`src/rtl/load_store_unit.sv`:
```
// Load/store unit: single outstanding access with byte/half/word lanes and load extension.
// Optional LSU_MISALIGN_TRAP_EN: misaligned H/W accesses complete without a memory request and flag misalign_o.
module load_store_unit (
  input  logic        clk_i,
  input  logic        rst_ni,
  input  logic        start_i,
  input  logic        we_i,
  input  logic [2:0]  funct3_i,
  input  logic [31:0] addr_i,
  input  logic [31:0] wdata_i,
  output logic [31:0] rdata_o,
  output logic        stall_o,
  output logic        done_o,
  output logic        misalign_o,
  output logic        mem_req_o,
  output logic        mem_we_o,
  output logic [31:0] mem_addr_o,
  output logic [3:0]  mem_be_o,
  output logic [31:0] mem_wdata_o,
  input  logic        mem_gnt_i,
  input  logic        mem_rvalid_i,
  input  logic [31:0] mem_rdata_i
);

  typedef enum logic [1:0] {IDLE, REQ, WAIT, DONE} state_t;

  state_t      r_state;
  logic        r_we;
  logic [2:0]  r_f3;
  logic [31:0] r_addr;
  logic [31:0] r_wdata;
  logic [31:0] r_rdata;
  logic        r_mis;

  logic        w_byte;
  logic        w_half;
  logic [1:0]  w_off;
  logic [3:0]  w_be;
  logic [31:0] w_wdata;
  logic [31:0] w_shift;
  logic [31:0] w_load;
  logic        w_trap;

  assign w_byte = (r_f3[1:0] == 2'b00);
  assign w_half = (r_f3[1:0] == 2'b01);

`ifdef LSU_MISALIGN_TRAP_EN
  logic w_in_half;
  logic w_in_word;
  assign w_in_half = (funct3_i[1:0] == 2'b01);
  assign w_in_word = funct3_i[1];
  assign w_trap    = (w_in_half & addr_i[0]) | (w_in_word & (|addr_i[1:0]));
`else
  assign w_trap    = 1'b0;
`endif

  // Low address bits below the access size are ignored, so misaligned H/W fall back to the aligned lane.
  always_comb begin
    w_off   = 2'b00;
    w_be    = 4'b1111;
    w_wdata = r_wdata;
    if (w_byte) begin
      w_off   = r_addr[1:0];
      w_be    = 4'b0001 << r_addr[1:0];
      w_wdata = {4{r_wdata[7:0]}};
    end else if (w_half) begin
      w_off   = {r_addr[1], 1'b0};
      w_be    = 4'b0011 << {r_addr[1], 1'b0};
      w_wdata = {2{r_wdata[15:0]}};
    end
  end

  always_comb begin
    w_shift = mem_rdata_i >> {w_off, 3'b000};
    w_load  = w_shift;
    if (w_byte)
      w_load = {{24{w_shift[7] & ~r_f3[2]}}, w_shift[7:0]};
    else if (w_half)
      w_load = {{16{w_shift[15] & ~r_f3[2]}}, w_shift[15:0]};
  end

  always_ff @(posedge clk_i or negedge rst_ni) begin
    if (!rst_ni) begin
      r_state <= IDLE;
      r_we    <= 1'b0;
      r_f3    <= '0;
      r_addr  <= '0;
      r_wdata <= '0;
      r_rdata <= '0;
      r_mis   <= 1'b0;
    end else begin
      case (r_state)
        IDLE: if (start_i) begin
          r_we    <= we_i;
          r_f3    <= funct3_i;
          r_addr  <= addr_i;
          r_wdata <= wdata_i;
          r_mis   <= w_trap;
          r_state <= w_trap ? DONE : REQ;
        end
        REQ:  if (mem_gnt_i) r_state <= r_we ? DONE : WAIT;
        WAIT: if (mem_rvalid_i) begin
          r_rdata <= w_load;
          r_state <= DONE;
        end
        default: r_state <= IDLE;
      endcase
    end
  end

  assign mem_req_o   = (r_state == REQ);
  assign mem_we_o    = mem_req_o & r_we;
  assign mem_addr_o  = {r_addr[31:2], 2'b00};
  assign mem_be_o    = mem_req_o ? w_be : '0;
  assign mem_wdata_o = w_wdata;
  assign done_o      = (r_state == DONE);
  assign misalign_o  = done_o & r_mis;
  assign rdata_o     = r_rdata;
  // Gated by reset so a held-high start_i cannot raise stall while the unit is in reset.
  assign stall_o     = rst_ni & (((r_state == IDLE) & start_i) | (r_state == REQ) | (r_state == WAIT));

endmodule

```
`config.mk`:
```
export PLATFORM = sky130hd
export DESIGN_NAME = load_store_unit
export DESIGN_NICKNAME = d
export VERILOG_FILES = /design/src/rtl/load_store_unit.sv
export SDC_FILE = /design/constraint.sdc
export NUM_CORES = 1
export LEC_CHECK = 0
export BUFFER_PORTS_ARGS = -buffer_cell sky130_fd_sc_hd__buf_2
export CORE_MARGIN = 2
export CORE_UTILIZATION = 35
export CTS_CLUSTER_SIZE = 40
export DETAILED_ROUTE_END_ITERATION = 8
export PLACE_DENSITY = 0.72
export SLEW_MARGIN = 30
export SYNTH_ARGS = -nofsm -noshare
export SYNTH_HDL_FRONTEND = slang
export SYNTH_SLANG_ARGS = --single-unit
```
`constraint.sdc`:
```
create_clock -name clk_i -period 5.15 [get_ports clk_i]
set_input_delay 0.2575 -clock clk_i [delete_from_list [all_inputs] [get_ports clk_i]]
set_output_delay 0.2575 -clock clk_i [all_outputs]
set_load 0.05 [all_outputs]
```
==> impl_results.md <==
- Outcome: complete, no violations
- CTS Sinks: roughly 100
- DP Wirelength: roughly 10000 um
- HP Class: in2reg
- Setup crit start: r_f3[1]$_DFFE_PN0P_
- Global-route wire length before repair: ~21000 um
- IO Pins: 210
- Fillers: about 1400
- Register area share after synthesis: 48.5%
- Met3 usage: under 10%
- Share of cells above drive strength 1: a little under three fifths
- Crit path top cell by count: nor2_1
- GR Layer Usage met1: around a fifth
- Worst path bufs/invs: 2
- Yosys top cell by area: dfrtp_1
- Die Span X: between 100 and 150 um
- Routability cong.: between 0.9 and 1
- Highest Clock Rate: between 300 and 400 MHz
- CTS tree: done
- Via count: about 3900
- Slew headroom: about 39%
- RR Startpoint: r_f3[1]$_DFFE_PN0P_
- CP peak stage delay: 730 ps
- Most Crowded Layer GR: met2
- Slew Limit Fails: 0
- Post-synth cell types: 33
- Total track usage: between 10% and 20%
- Max cap viols: 0
- Height of the die: 127 um
- Area growth syn-to-layout: 22.9%
- DRT Pass-1 Iters: 4
- CP cell instances: buf_4, nor2_1, and2_1, nor2_1, buf_2
- Setup TNS: 0 ps
- Cell area after synthesis: 5260 sq um
- Register bit count reported by yosys: roughly 100
- Vias in the first global route: between 4000 and 5000
- CTS root buffer: clkbuf_16
- Cell Rows: 44
- Die area: ~16000 sq um
- Critical path launch point type: flop
- Yosys warning count: 0
- Cells after Synth: roughly 440
- Routed WL: between 10000 and 15000 um
- CTS-repair resized insts: 0
- Crit Path Max Fanout: 27
- Critical path data arrival time: 2700 ps
- Clock skew: 10.2 ps
- Post-synth ARST share: 100%
- Met2 GRT Util: between 20% and 30%
- Worst-skew pair later-pin latency: roughly 350 ps
- Crit. End Element: primary output
- Grt total ovfl: 0
- Mean routed wirelength per cell: about 17 um
- Synth area leaders: dfrtp_1, mux2_2, buf_4, nand2_1, mux4_2
- Critical Path RT: 4890 ps
- Total core area: 14600 sq um
- Final Setup Violations: 0
- Crit path max-delay family: simple AND/OR/NAND/NOR gates
- TritonCTS Buffers: 9
- Starting Density: a little over a third
- Max Root-Sink Buffers: 2
- IO buf count: a little over 200
- Initial antenna violation count: 1
- Crit Path Class: reg2out
- Final hold slack: 139 ps
- # nets final: ~700
- Syn_area_per_cell: between 10 and 15 sq um
- Final min period: 2960 ps
- Unrepaired setup endpoints after global routing: false
- Most frequent cell after synthesis: dfrtp_1
- Vias per cell: just under 5
- CTS H-tree depth: 3
- Crit share post-route: 57.5%
- HP Start: wdata_i[21]
- Final hold violations: 0
- Largest net degree at the start of global routing: between 60 and 70
- Post-synth top cells: dfrtp_1, mux2_2, nand2_1, buf_4, nor2_1
- Iter 0 DRT Violations: around 270
- Slew @ Worst Pin: approximately 910 ps
- Slowest CP cell: nor2_1
- Post-synth top area share: about half
- Clk slew on worst S/H paths: roughly 70 ps
- # Post-CTS Setup Buffers: 0
- Post-synth EDFFs: 0
- Routed Antenna Nets: 0
- Ys flop type: dfrtp_1
- Drc violations: 0
-- worst reg2reg max path, cell delays in order, from the launching register on --
cell and delay, ps:
dfrtp_2 550, buf_4 290, nor2_1 740, and2_1 460
mux4_2 360, mux2_4 270
-- final timing paths --
check / end / slack (ps) / depth (start not counted)
max in group asynchronous: r_f3[0]$_DFFE_PN0P_ / 3490 / 3
setup / recovery: mem_be_o[0] / 2190 / 5
hold reg to reg: rdata_o[7]$_DFFE_PN0P_ / 490 / 2
setup reg to reg: rdata_o[6]$_DFFE_PN0P_ / 2360 / 5
hold / removal: r_wdata[21]$_DFFE_PN0P_ / 140 / 2
min in group asynchronous: r_addr[20]$_DFFE_PN0P_ / 460 / 2
-- per-layer routing --
layer  part of all wire [%]  vias up
met5                      0        -
met1                     41     1915
li1                       -     1824
met2                     50      166
met4                    1.5        0
met3                    7.6       11
-- cell families after synthesis --
group | synth area share, %
adder cells (fa/ha/maj) | 0.951
AND/OR/NAND/NOR | 6.25
AO/OA/AOI/OAI | 8.60
flip-flops | 48.5
buffers and inverters | 9.03
other | 0.0712
multiplexers | 26.6
-- what timing repair did --
item	in CTS	in global routing
hold endpoints to repair	41	0
setup endpoints to repair	0	0
hold buffers	1	0
-- cell type report --
type | instances | area [sq um] | area share (%)
clock inverters | 5 | 82.6 | 1.28
diodes | 1 | 2.50 | 0.0387
inverters | 6 | 22.5 | 0.348
flip-flops and latches | 102 | 2550 | 39.5
repair buffers | 211 | 1070 | 16.6
multi-input cells | 270 | 2260 | 34.9
well taps | 184 | 230 | 3.56
clock buffers | 11 | 243 | 3.75
-- registers in the layout (all words and copies together) (netlist names) --
name and count:
r_state 2, r_we 1, rdata_o 32, r_wdata 32, r_addr 32, r_f3 3
-- through the flow --
step	util [%]	cell area, sq um	std cells	setup WS (ps)
after floorplan	-	5270	446	2630
after global placement	41.9	6120	772	2430
after detailed placement	42.0	6130	772	2340
after CTS	44.3	6460	789	2130
after global routing	44.3	6470	790	1960
final	44.3	6470	790	2190
-- cells in the final DEF (no fill, tap or decap), types with 2 or more instances in the layout --
cell and count:
and2_1 3, o21a_1 2, a22oi_1 8, buf_2 205, ha_1 4, mux2_2 93, clkbuf_16 9, clkinv_4 2
dfrtp_1 101, nor2b_1 2, mux2_4 7, nand2_1 45, inv_1 6, mux2i_1 9, bufinv_16 2, buf_4 5
nor2_1 23, o21ai_1 4, o22ai_1 16, a21oi_2 9, a21oi_1 9, o21ai_0 15, conb_1 3, mux4_2 7
Power is not shown: default switching activity piles up to over one toggle a cycle in this logic, so the estimate is an artifact.
